--- config.mk ---
export PLATFORM = sky130hd
export DESIGN_NAME = tft_ctrl_flat
export DESIGN_NICKNAME = d
export VERILOG_FILES = /design/src/rtl/tft_pkg.sv /design/src/rtl/tft_ctrl_if.sv /design/src/rtl/tft_test_pattern.sv /design/src/rtl/tft_ctrl.sv /design/src/flat_wrapper.sv
export SDC_FILE = /design/constraint.sdc
export NUM_CORES = 1
export LEC_CHECK = 0
export CORE_AREA = 2 2 75 77
export DETAILED_ROUTE_END_ITERATION = 12
export DIE_AREA = 0 0 77 79
export PLACE_DENSITY = 0.82
export SLEW_MARGIN = 25
export SYNTH_ARGS = -nofsm -noshare
export SYNTH_HDL_FRONTEND = slang
export SYNTH_HIERARCHICAL = 1
export SYNTH_SLANG_ARGS = --single-unit
export TNS_END_PERCENT = 20
--- constraint.sdc ---
create_clock -name tft_clk_9m -period 2.95 [get_ports tft_clk_9m]
set_clock_uncertainty 0.15 [all_clocks]
set_input_delay 0.59 -clock tft_clk_9m [delete_from_list [all_inputs] [get_ports tft_clk_9m]]
set_output_delay 0.59 -clock tft_clk_9m [all_outputs]
set_load 0.01 [all_outputs]
--- src/rtl/tft_pkg.sv ---
// Shared timing constants and colour palette for the 480x272 TFT panel,
// used by the timing generator and the screen renderers.
package tft_pkg;

   typedef logic [23:0] rgb_t;

   localparam logic [9:0] TFT_H_SYNC  = 10'd41;
   localparam logic [9:0] TFT_H_BACK  = 10'd2;
   localparam logic [9:0] TFT_H_VALID = 10'd480;
   localparam logic [9:0] TFT_H_FRONT = 10'd2;
   localparam logic [9:0] TFT_V_SYNC  = 10'd10;
   localparam logic [9:0] TFT_V_BACK  = 10'd2;
   localparam logic [9:0] TFT_V_VALID = 10'd272;
   localparam logic [9:0] TFT_V_FRONT = 10'd2;

   localparam logic [9:0] TFT_H_TOTAL     = TFT_H_SYNC + TFT_H_BACK + TFT_H_VALID + TFT_H_FRONT;
   localparam logic [9:0] TFT_V_TOTAL     = TFT_V_SYNC + TFT_V_BACK + TFT_V_VALID + TFT_V_FRONT;
   localparam logic [9:0] TFT_H_ACT_START = TFT_H_SYNC + TFT_H_BACK;
   localparam logic [9:0] TFT_H_ACT_END   = TFT_H_ACT_START + TFT_H_VALID - 10'd1;
   localparam logic [9:0] TFT_V_ACT_START = TFT_V_SYNC + TFT_V_BACK;
   localparam logic [9:0] TFT_V_ACT_END   = TFT_V_ACT_START + TFT_V_VALID - 10'd1;

   localparam rgb_t RED    = 24'hFF0000;
   localparam rgb_t GREEN  = 24'h00FF00;
   localparam rgb_t BLUE   = 24'h0000FF;
   localparam rgb_t PURPLE = 24'hFF00FF;
   localparam rgb_t YELLOW = 24'hFFFF00;
   localparam rgb_t CYAN   = 24'h00FFFF;
   localparam rgb_t ORANGE = 24'hFFA500;
   localparam rgb_t WHITE  = 24'hFFFFFF;
   localparam rgb_t BLACK  = 24'h000000;

   // Bar order of the built-in test pattern, left to right.
   function automatic rgb_t bar_colour(input logic [2:0] idx);
      case (idx)
         3'd0:    return WHITE;
         3'd1:    return YELLOW;
         3'd2:    return CYAN;
         3'd3:    return GREEN;
         3'd4:    return PURPLE;
         3'd5:    return RED;
         3'd6:    return BLUE;
         default: return BLACK;
      endcase
   endfunction

endpackage

--- src/rtl/tft_ctrl_if.sv ---
// Renderer and panel signal bundle of the TFT timing generator.
interface tft_ctrl_if;
   logic [23:0] pix_data;
   logic [9:0]  pix_x;
   logic [9:0]  pix_y;
   logic        hsync;
   logic        vsync;
   logic [23:0] tft_rgb;
   logic        tft_hs;
   logic        tft_vs;
   logic        tft_de;
   logic        tft_clk;
   logic        tft_bl;

   modport master (
      input  pix_data,
      output pix_x, pix_y, hsync, vsync,
      output tft_rgb, tft_hs, tft_vs, tft_de, tft_clk, tft_bl
   );

   modport slave (
      output pix_data,
      input  pix_x, pix_y, hsync, vsync,
      input  tft_rgb, tft_hs, tft_vs, tft_de, tft_clk, tft_bl
   );
endinterface

--- src/rtl/tft_test_pattern.sv ---
// Eight vertical colour bars for panel bring-up; only built when
// TFT_TEST_PATTERN_EN is defined.
module tft_test_pattern
   import tft_pkg::*;
#(
   parameter logic [9:0] BAR_WIDTH = 10'd60
) (
   input  logic [9:0] col,
   output rgb_t       colour
);

   logic [9:0] bar_idx;

   assign bar_idx = col / BAR_WIDTH;
   assign colour  = (bar_idx < 10'd8) ? bar_colour(bar_idx[2:0]) : BLACK;

endmodule

--- src/rtl/tft_ctrl.sv ---
// 480x272 TFT timing generator and pixel output stage. Define
// TFT_TEST_PATTERN_EN to replace renderer data with colour bars.
module tft_ctrl
   import tft_pkg::*;
#(
   parameter logic [9:0] H_SYNC  = TFT_H_SYNC,
   parameter logic [9:0] H_BACK  = TFT_H_BACK,
   parameter logic [9:0] H_VALID = TFT_H_VALID,
   parameter logic [9:0] H_FRONT = TFT_H_FRONT,
   parameter logic [9:0] V_SYNC  = TFT_V_SYNC,
   parameter logic [9:0] V_BACK  = TFT_V_BACK,
   parameter logic [9:0] V_VALID = TFT_V_VALID,
   parameter logic [9:0] V_FRONT = TFT_V_FRONT
) (
   input  logic       tft_clk_9m,
   input  logic       sys_rst_n,
   tft_ctrl_if.master bus
);

   localparam logic [9:0] H_TOTAL     = H_SYNC + H_BACK + H_VALID + H_FRONT;
   localparam logic [9:0] V_TOTAL     = V_SYNC + V_BACK + V_VALID + V_FRONT;
   localparam logic [9:0] H_ACT_START = H_SYNC + H_BACK;
   localparam logic [9:0] H_ACT_END   = H_ACT_START + H_VALID - 10'd1;
   localparam logic [9:0] H_REQ_START = H_ACT_START - 10'd1;
   localparam logic [9:0] H_REQ_END   = H_ACT_END - 10'd1;
   localparam logic [9:0] V_ACT_START = V_SYNC + V_BACK;
   localparam logic [9:0] V_ACT_END   = V_ACT_START + V_VALID - 10'd1;

   logic       run;
   logic [9:0] h_cnt;
   logic [9:0] v_cnt;
   logic       h_act;
   logic       v_act;
   logic       h_req;
   logic       req;
   logic       de;
   rgb_t       rgb_src;

   // run holds outputs idle for the first clock after reset so every frame
   // starts cleanly on the first cycle of the vsync pulse.
   always_ff @(posedge tft_clk_9m or negedge sys_rst_n) begin
      if (!sys_rst_n) begin
         run <= 1'b0;
      end else begin
         run <= 1'b1;
      end
   end

   always_ff @(posedge tft_clk_9m or negedge sys_rst_n) begin
      if (!sys_rst_n) begin
         h_cnt <= '0;
         v_cnt <= '0;
      end else if (run) begin
         if (h_cnt == H_TOTAL - 10'd1) begin
            h_cnt <= '0;
            v_cnt <= (v_cnt == V_TOTAL - 10'd1) ? '0 : v_cnt + 10'd1;
         end else begin
            h_cnt <= h_cnt + 10'd1;
         end
      end
   end

   assign h_act = (h_cnt >= H_ACT_START) && (h_cnt <= H_ACT_END);
   assign v_act = (v_cnt >= V_ACT_START) && (v_cnt <= V_ACT_END);
   // Requests run one clock ahead of DE to cover the renderer's output register.
   assign h_req = (h_cnt >= H_REQ_START) && (h_cnt <= H_REQ_END);
   assign req   = run && v_act && h_req;
   assign de    = run && h_act && v_act;

`ifdef TFT_TEST_PATTERN_EN
   logic [9:0] bar_col;

   assign bar_col = h_cnt - H_ACT_START;

   tft_test_pattern u_test_pattern (
      .col    (bar_col),
      .colour (rgb_src)
   );
`else
   assign rgb_src = bus.pix_data;
`endif

   assign bus.pix_x   = req ? (h_cnt - H_REQ_START) : 10'h3FF;
   assign bus.pix_y   = req ? (v_cnt - V_ACT_START) : 10'h3FF;
   assign bus.tft_hs  = !(run && (h_cnt < H_SYNC));
   assign bus.tft_vs  = !(run && (v_cnt < V_SYNC));
   assign bus.hsync   = bus.tft_hs;
   assign bus.vsync   = bus.tft_vs;
   assign bus.tft_de  = de;
   assign bus.tft_rgb = de ? rgb_src : 24'h0;
   assign bus.tft_clk = tft_clk_9m;
   assign bus.tft_bl  = run;

endmodule
--- src/flat_wrapper.sv ---
// flat-port wrapper written by rule: the top's interface ports become plain ports
module tft_ctrl_flat import tft_pkg::*;
#(
   parameter logic [9:0] H_SYNC  = TFT_H_SYNC,
   parameter logic [9:0] H_BACK  = TFT_H_BACK,
   parameter logic [9:0] H_VALID = TFT_H_VALID,
   parameter logic [9:0] H_FRONT = TFT_H_FRONT,
   parameter logic [9:0] V_SYNC  = TFT_V_SYNC,
   parameter logic [9:0] V_BACK  = TFT_V_BACK,
   parameter logic [9:0] V_VALID = TFT_V_VALID,
   parameter logic [9:0] V_FRONT = TFT_V_FRONT
)
  (tft_clk_9m, sys_rst_n, bus_pix_data, bus_pix_x, bus_pix_y, bus_hsync, bus_vsync, bus_tft_rgb, bus_tft_hs, bus_tft_vs, bus_tft_de, bus_tft_clk, bus_tft_bl);
  tft_ctrl_if bus_i ();
  input  logic tft_clk_9m;
  input  logic sys_rst_n;
  input wire logic [$bits(bus_i.pix_data)-1:0] bus_pix_data;
  output wire logic [$bits(bus_i.pix_x)-1:0] bus_pix_x;
  output wire logic [$bits(bus_i.pix_y)-1:0] bus_pix_y;
  output wire logic [$bits(bus_i.hsync)-1:0] bus_hsync;
  output wire logic [$bits(bus_i.vsync)-1:0] bus_vsync;
  output wire logic [$bits(bus_i.tft_rgb)-1:0] bus_tft_rgb;
  output wire logic [$bits(bus_i.tft_hs)-1:0] bus_tft_hs;
  output wire logic [$bits(bus_i.tft_vs)-1:0] bus_tft_vs;
  output wire logic [$bits(bus_i.tft_de)-1:0] bus_tft_de;
  output wire logic [$bits(bus_i.tft_clk)-1:0] bus_tft_clk;
  output wire logic [$bits(bus_i.tft_bl)-1:0] bus_tft_bl;
  assign bus_i.pix_data = bus_pix_data;
  assign bus_pix_x = bus_i.pix_x;
  assign bus_pix_y = bus_i.pix_y;
  assign bus_hsync = bus_i.hsync;
  assign bus_vsync = bus_i.vsync;
  assign bus_tft_rgb = bus_i.tft_rgb;
  assign bus_tft_hs = bus_i.tft_hs;
  assign bus_tft_vs = bus_i.tft_vs;
  assign bus_tft_de = bus_i.tft_de;
  assign bus_tft_clk = bus_i.tft_clk;
  assign bus_tft_bl = bus_i.tft_bl;
  tft_ctrl #(.H_SYNC(H_SYNC), .H_BACK(H_BACK), .H_VALID(H_VALID), .H_FRONT(H_FRONT), .V_SYNC(V_SYNC), .V_BACK(V_BACK), .V_VALID(V_VALID), .V_FRONT(V_FRONT)) u_core (.tft_clk_9m(tft_clk_9m), .sys_rst_n(sys_rst_n), .bus(bus_i));
endmodule
==> results of run 1 <==
-- metal layers --
layer	part of all wire (%)	global-route usage, %	vias up
li1	-	-	1103
met1	43	26.4	1088
met2	48	34.9	114
met3	8.1	5.00	13
met4	1.0	5.71	0
met5	0	0	-
-- final cells by class --
class	instances	area (um^2)	area share [%]
clock inverters	1	5.00	0.162
inverters	12	45.0	1.46
repair buffers	113	883	28.5
flip-flops and latches	21	526	17.0
well taps	72	90.1	2.91
multi-input cells	191	1450	47.0
clock buffers	7	92.6	2.99
-- flip-flops by register name, summed over array words and instances, names as in the netlist --
register and flops:
u_core/h_cnt 10, u_core/v_cnt 10, u_core/bus.tft_bl 1
-- timing repair --
item | in CTS | in global routing
buffers inserted | 0 | 7
resized for setup | 113 | 56
pin swaps | 1 | 2
gates cloned | 2 | 3
endpoints found under the setup margin | 47 | 49
endpoints found under the hold margin | 0 | 0
-- path summary, 6_finish.rpt --
path | end | slack, ps | cells after the start
max | bus_pix_x[2] | -470 | 7
min | u_core/v_cnt[5]$_DFFE_PN0P_ | 410 | 2
max reg2reg | u_core/v_cnt[3]$_DFFE_PN0P_ | 540 | 5
min reg2reg | u_core/v_cnt[9]$_DFFE_PN0P_ | 450 | 2
max in group asynchronous | u_core/bus.tft_bl$_DFF_PN0_ | 2030 | 2
min in group tft_clk_9m | u_core/v_cnt[9]$_DFFE_PN0P_ | 450 | 2
-- cells by family (layout without fill, tap and decap cells) --
group / Yosys count / in the layout / synth area share (%)
xor gates and xnor gates: 16 / 16 / 6.88
buffers and inverters: 38 / 133 / 9.03
and+or+nand+nor: 95 / 95 / 30.2
adders and majority gates: 12 / 12 / 7.38
other: 1 / 1 / 0.184
AOI/OAI and AO/OA: 61 / 66 / 19.9
DFF: 21 / 21 / 25.8
muxes: 1 / 1 / 0.553
-- report_power, final --
| part | switching (mW) | total (mW) | internal, mW |
|---|---|---|---|
| clock network | 0.128 | 0.332 | 0.204 |
| registers | 0.0688 | 0.392 | 0.324 |
| logic | 0.370 | 0.684 | 0.314 |
-- cells in the final DEF, fill, tap and decap left out, types with 2 or more instances in the layout --
master | Yosys | routed
clkdlybuf4s50_1 | 0 | 27
nor3b_1 | 3 | 3
dfrtp_1 | 21 | 21
clkbuf_8 | 0 | 6
buf_2 | 3 | 33
nand3_1 | 7 | 7
or4_4 | 2 | 2
o211ai_1 | 15 | 15
a31oi_1 | 4 | 3
o221ai_2 | 0 | 2
o2111ai_2 | 0 | 2
or3_1 | 4 | 4
xnor2_1 | 12 | 12
nor2b_1 | 5 | 5
nand2_1 | 13 | 13
buf_4 | 4 | 32
nand2b_1 | 3 | 3
o21ai_0 | 17 | 17
and3_1 | 3 | 3
nor2_1 | 7 | 7
and2_1 | 4 | 4
nor4_1 | 3 | 3
a21oi_1 | 11 | 11
o221a_4 | 1 | 5
buf_6 | 3 | 4
clkbuf_2 | 0 | 9
and3b_1 | 24 | 24
xor2_1 | 4 | 4
and4_1 | 3 | 3
ha_1 | 12 | 12
inv_1 | 12 | 12
buf_12 | 0 | 2
dlymetal6s2s_1 | 0 | 7
nand4_1 | 5 | 5
o21a_1 | 2 | 2
nor3_1 | 6 | 5
-- stage by stage --
stage / setup WS [ps] / hold slack, ps
after floorplan: 191 / 144
after global routing: -525 / 428
final: -468 / 411
after global placement: -210 / 418
after detailed placement: -276 / 422
after CTS: -596 / 424
==> results.md, run 1 <==
- Outcome: finished with violations
- Failing checks: negative setup slack
- First-pass DRT Iterations: 5
- Vias: 2318
- Row count: 27
- Seq/Total Area, Yosys: 25.8%
- Vias in the first global route: 2078
- Post-DP Area: 2990 um^2
- Antenna-violating nets left: 0
- I/O pin cnt: between 70 and 80
- Post-synth EDFFs: 0
- Mapped Cells: between 200 and 250
- Util after Layout: between 50 and 60%
- Fmax: 293 MHz
- Pwr/cell area: between 400 and 500 nW/um^2
- Pins Over Slew Limit: 0
- Tightest Hold Check Type: in2async
- Top FF cell, synth: dfrtp_1
- CP max-delay cell: or4_4
- CTS tree: yes
- Post-synth top area share: 25.8%
- Hold Violations, Final: 0
- Static leakage: 1.53 nW
- Min cycle time layout: between 3000 and 4000 ps
- Dpl cells: 398
- First-pass GRT wire length: 10100 um
- Post-DR vias/cell: 5.56
- DRC: 0
- Net Count, Synth: between 200 and 300
- Starting Density: 38.1%
- VDD IR max: ~0.35 mV
- Max_cap viols: 0
- Core box area: roughly 5300 um^2
- Critical path type: reg2out
- RSZ-0062 raised after global routing: yes
- PnR worst setup slack: -468 ps
- Critical Path Most Common Cell: or4_4
- Pin count of the biggest net entering global routing: 26
- Grt total ovfl: 0
- DRT iter0 DRCs: 135
- Period utilisation layout: 116%
- Setup crit start: u_core/v_cnt[9]$_DFFE_PN0P_
- Die height: 79 um
- CP Max Fanout: 7
- # nets final: approximately 380
- I/O Buffers: 76
- CP peak stage delay: 560 ps
- Skew-Pair Late Insertion Delay: between 300 and 400 ps
- Worst-Margin Slew: 792 ps
- Critical R2R Launch: u_core/h_cnt[4]$_DFFE_PN0P_
- Yosys top cell by area: dfrtp_1
- Area contributors post-synth: dfrtp_1, and3b_1, ha_1, o211ai_1, xnor2_1
- Fraction of layout cells with a size suffix above 1: 29.9%
- Relative slew slack: 46.7%
- Asr flop ratio synth: between 90% and 100%
- Synth Cell Area: 2040 um^2
- Routed WL: 6720 um
- DIE AREA: 6080 um^2
- Ys Warns: 6
- Synth top cells by count: and3b_1, dfrtp_1, o21ai_0
- Clk slew on worst S/H paths: 80 ps
- Crit path cell chain: or4_4 > or4_4 > buf_6 > o221a_4 > buf_12 > o211ai_1 > buf_2
- Required time worst endpoint: 2210 ps
- Setup TNS Final: -16180 ps
- Library cells used by synthesis: 43
- GP Congestion: 0.903
- N_diodes: 0
- Layout Cells excl Fill: 417
- Design Power: 1.41 mW
- Fillers: 497
- Worst path arrival time: about 2700 ps
- Cell area after layout: slightly above 3000 um^2
- Total track usage: 20.6%
- #FFs+latches synth: 21
- Startpoint class of the critical path: flop
- CP bufs+invs: 3
- Most frequent cell after synthesis: and3b_1
- Syn avg cell area: 8.31 um^2
- Final setup fails: 47
- Wire per inst: 16.1 um
- Hpwl dp: 4380 um
- Chip width: 77 um
- Antenna violations before repair: 0
- CP Capture Type: primary output
- Area grow syn2layout: 52.1%
- Delay-heaviest family, CP: simple AND/OR/NAND/NOR gates
- Post-CTS Hold Fix Bufs: 0
Power figures use the tool's default switching activity.
==> run 2: changes to the inputs <==
--- a/config.mk
+++ b/config.mk
@@ -5,6 +5,7 @@
 export SDC_FILE = /design/constraint.sdc
 export NUM_CORES = 1
 export LEC_CHECK = 0
+export CAP_MARGIN = 10
 export CORE_AREA = 2 2 75 77
 export DETAILED_ROUTE_END_ITERATION = 12
 export DIE_AREA = 0 0 77 79
==> constraint.sdc (replaced) <==
create_clock -name tft_clk_9m -period 4.2 [get_ports tft_clk_9m]
set_clock_uncertainty 0.15 [all_clocks]
set_input_delay 0.84 -clock tft_clk_9m [delete_from_list [all_inputs] [get_ports tft_clk_9m]]
set_output_delay 0.84 -clock tft_clk_9m [all_outputs]
set_load 0.01 [all_outputs]
==> run 2 against run 1 <==
The run now ends clean; clock-buffer cell count rose by 1; first-iteration DRC count fell by 19%; sequential share of layout area rose by 1.4 points; clock power fell by 30%; sequential power fell by 24%; final area fell by 7.6%; routed wire length fell by 22%; critical path type unchanged; highest routed layer unchanged; largest cell class unchanged; global-route usage fell by 2.9 points.
==> results.md, run 2 (synthesis results as in run 1) <==
- Cell area after layout: 2860 um^2 (was 3100 um^2)
- Fraction of layout cells with a size suffix above 1: 5.23% (was 29.9%)
- Setup TNS Final: 0 ps (was -16180 ps)
- Pwr/cell area: 322 nW/um^2 (was 455 nW/um^2)
- Vias: 2058 (was 2318)
- Required time worst endpoint: 3210 ps (was 2210 ps)
- First-pass DRT Iterations: 4 (was 5)
- GP Congestion: 0.922 (was 0.903)
- Antenna violations before repair: 0 (unchanged)
- Max_cap viols: 0 (unchanged)
- Post-DP Area: 2780 um^2 (was 2990 um^2)
- RSZ-0062 raised after global routing: no (was yes)
- Startpoint class of the critical path: flop (unchanged)
- Fillers: 509 (was 497)
- Dpl cells: 371 (was 398)
- Post-DR vias/cell: 5.44 (was 5.56)
- Worst-Margin Slew: 765 ps (was 792 ps)
- CP Max Fanout: 45 (was 7)
- Period utilisation layout: between 90% and 100%
- Hpwl dp: 3870 um (was 4380 um)
- Antenna-violating nets left: 0 (unchanged)
- Hold Violations, Final: 0 (unchanged)
- Routed WL: 5250 um (was 6720 um)
- DRT iter0 DRCs: 109 (was 135)
- Min cycle time layout: 3980 ps
- # nets final: 345 (was 384)
- I/O Buffers: 76 (unchanged)
- Wire length on met2: 2460 um (was 3200 um)
- Top sig layer: met4 (unchanged)
- Internal power: 0.556 mW (was 0.841 mW)
- First-pass GRT wire length: 8690 um (was 10100 um)
- Combinational group share of total power: 42.3% (was 48.6%)
- R2R cell count: 4 (was 5)
- CP Capture Type: primary output (unchanged)
- Die height: 79 um (unchanged)
- Tightest Hold Check Type: in2async (unchanged)
- Skew-Pair Late Insertion Delay: 370 ps (about the same)
- Grt total ovfl: 0 (unchanged)
- Wire per inst: 13.9 um (was 16.1 um)
- Switching pwr: 0.364 mW (was 0.567 mW)
- Met1 Wirelength: 2340 um (was 2900 um)
- Row count: 27 (unchanged)
- Clock share of power: 25.2% (was 23.6%)
- Most frequent cells in the layout: clkdlybuf4s50_1, and3b_1, dfrtp_1 (was buf_2, buf_4, clkdlybuf4s50_1)
- CTS tree: yes (unchanged)
- Outcome: complete, no violations (was finished with violations)
- Pins Over Slew Limit: 0 (unchanged)
- Post-CTS sizing: 0 (was 113)
- Worst R2R Setup Slack: 1790 ps (was 540 ps)
- Final setup fails: 0 (was 47)
- Area grow syn2layout: 40.4% (was 52.1%)
- Layout Cells excl Fill: 378 (was 417)
- Switching Share: 39.6% (was 40.3%)
- DRC: 0 (unchanged)
- Static leakage: 1.22 nW (was 1.53 nW)
- Post-CTS Setup Inserts: 0 (unchanged)
- Pin count of the biggest net entering global routing: 46 (was 26)
- Chip width: 77 um (unchanged)
- Core box area: 5340 um^2 (unchanged)
- Total track usage: 17.7% (was 20.6%)
- Critical path type: reg2out (unchanged)
- Worst path arrival time: 2990 ps (was 2680 ps)
- R2R Path End: u_core/v_cnt[3]$_DFFE_PN0P_ (unchanged)
- Starting Density: 38.1% (unchanged)
- DIE AREA: 6080 um^2 (unchanged)
- N_diodes: 0 (unchanged)
- I/O pin cnt: 77 (unchanged)
- Relative slew slack: 48.6% (was 46.7%)
- Commonest non-fill, non-tap cell in the layout: clkdlybuf4s50_1 (was buf_2)
- Vias in the first global route: 1931 (was 2078)
- Worst hold margin: 260 ps (was 411 ps)
- Fmax: roughly 250 MHz
- Place WS: 616 ps (was -276 ps)
- VDD IR max: 0.231 mV (was 0.355 mV)
- Critical R2R Launch: u_core/h_cnt[4]$_DFFE_PN0P_ (unchanged)
- PnR worst setup slack: 220 ps (was -468 ps)
- Sequential power share: 32.4% (was 27.9%)
- Post-CTS Hold Fix Bufs: 0 (unchanged)
- Clk slew on worst S/H paths: 80 ps (about the same)
- WL met3: 439 um (was 547 um)
[run 2: cell types whose count changed in the layout (fill, tap and decap cells not counted), sizes merged]
cell           before  now
dlymetal6s2s        7    0
clkbuf             15    7
buf                71    5
clkdlybuf4s50      27   75
clkinv              1    0
o221a               6    1
[run 2: final cells by class]
cell class              count  area [um^2]  area share [%]
clock buffers               8         96.3            3.37
inverters                  12         45.0            1.58
multi-input cells         186         1330            46.4
flip-flops and latches     21          526            18.4
well taps                  72         90.1            3.15
repair buffers             79          776            27.1
[run 2: per-stage QoR]
step	utilization [%]	power (mW)
5_1_grt	53.6	0.997
3_3_place_gp	52.0	0.707
2_1_floorplan	-	0.594
4_1_cts	53.7	0.927
6_report	53.6	0.919
3_5_place_dp	52.0	0.713
[run 2: worst max-delay path by stage]
stage | startpoint | slack, ps | endpoint | depth (start not counted)
finish | u_core/v_cnt[5]$_DFFE_PN0P_ | 220 | bus_pix_x[6] | 5
global route | u_core/v_cnt[5]$_DFFE_PN0P_ | 60 | bus_pix_y[2] | 5
CTS | u_core/v_cnt[5]$_DFFE_PN0P_ | 210 | bus_pix_x[6] | 5
detailed placement | u_core/v_cnt[5]$_DFFE_PN0P_ | 620 | bus_pix_x[6] | 5
global placement | u_core/v_cnt[7]$_DFFE_PN0P_ | 640 | bus_pix_x[6] | 5
floorplan | tft_clk_9m | 990 | bus_tft_clk | 1
[run 2: per-layer routing]
metal	vias up	GRT usage, %
met3	2	5.00
met2	99	28.8
li1	1011	-
met5	-	0
met1	946	21.9
met4	0	7.86
[run 2: critical path, cell delays in order (launching register included)]
cell and delay (ps):
dfrtp_1 490, or4_4 560, or4_4 430, o221a_4 410, o211ai_1 140, clkdlybuf4s50_1 580
[run 2: power by group through the flow]
stage / sequential (mW) / combinational, mW / clock (mW)
after CTS: 0.297 / 0.391 / 0.240
after global routing: 0.309 / 0.437 / 0.251
after detailed placement: 0.301 / 0.389 / 0.0242
after floorplan: 0.249 / 0.325 / 0.0196
after global placement: 0.300 / 0.382 / 0.0242
final: 0.298 / 0.389 / 0.232
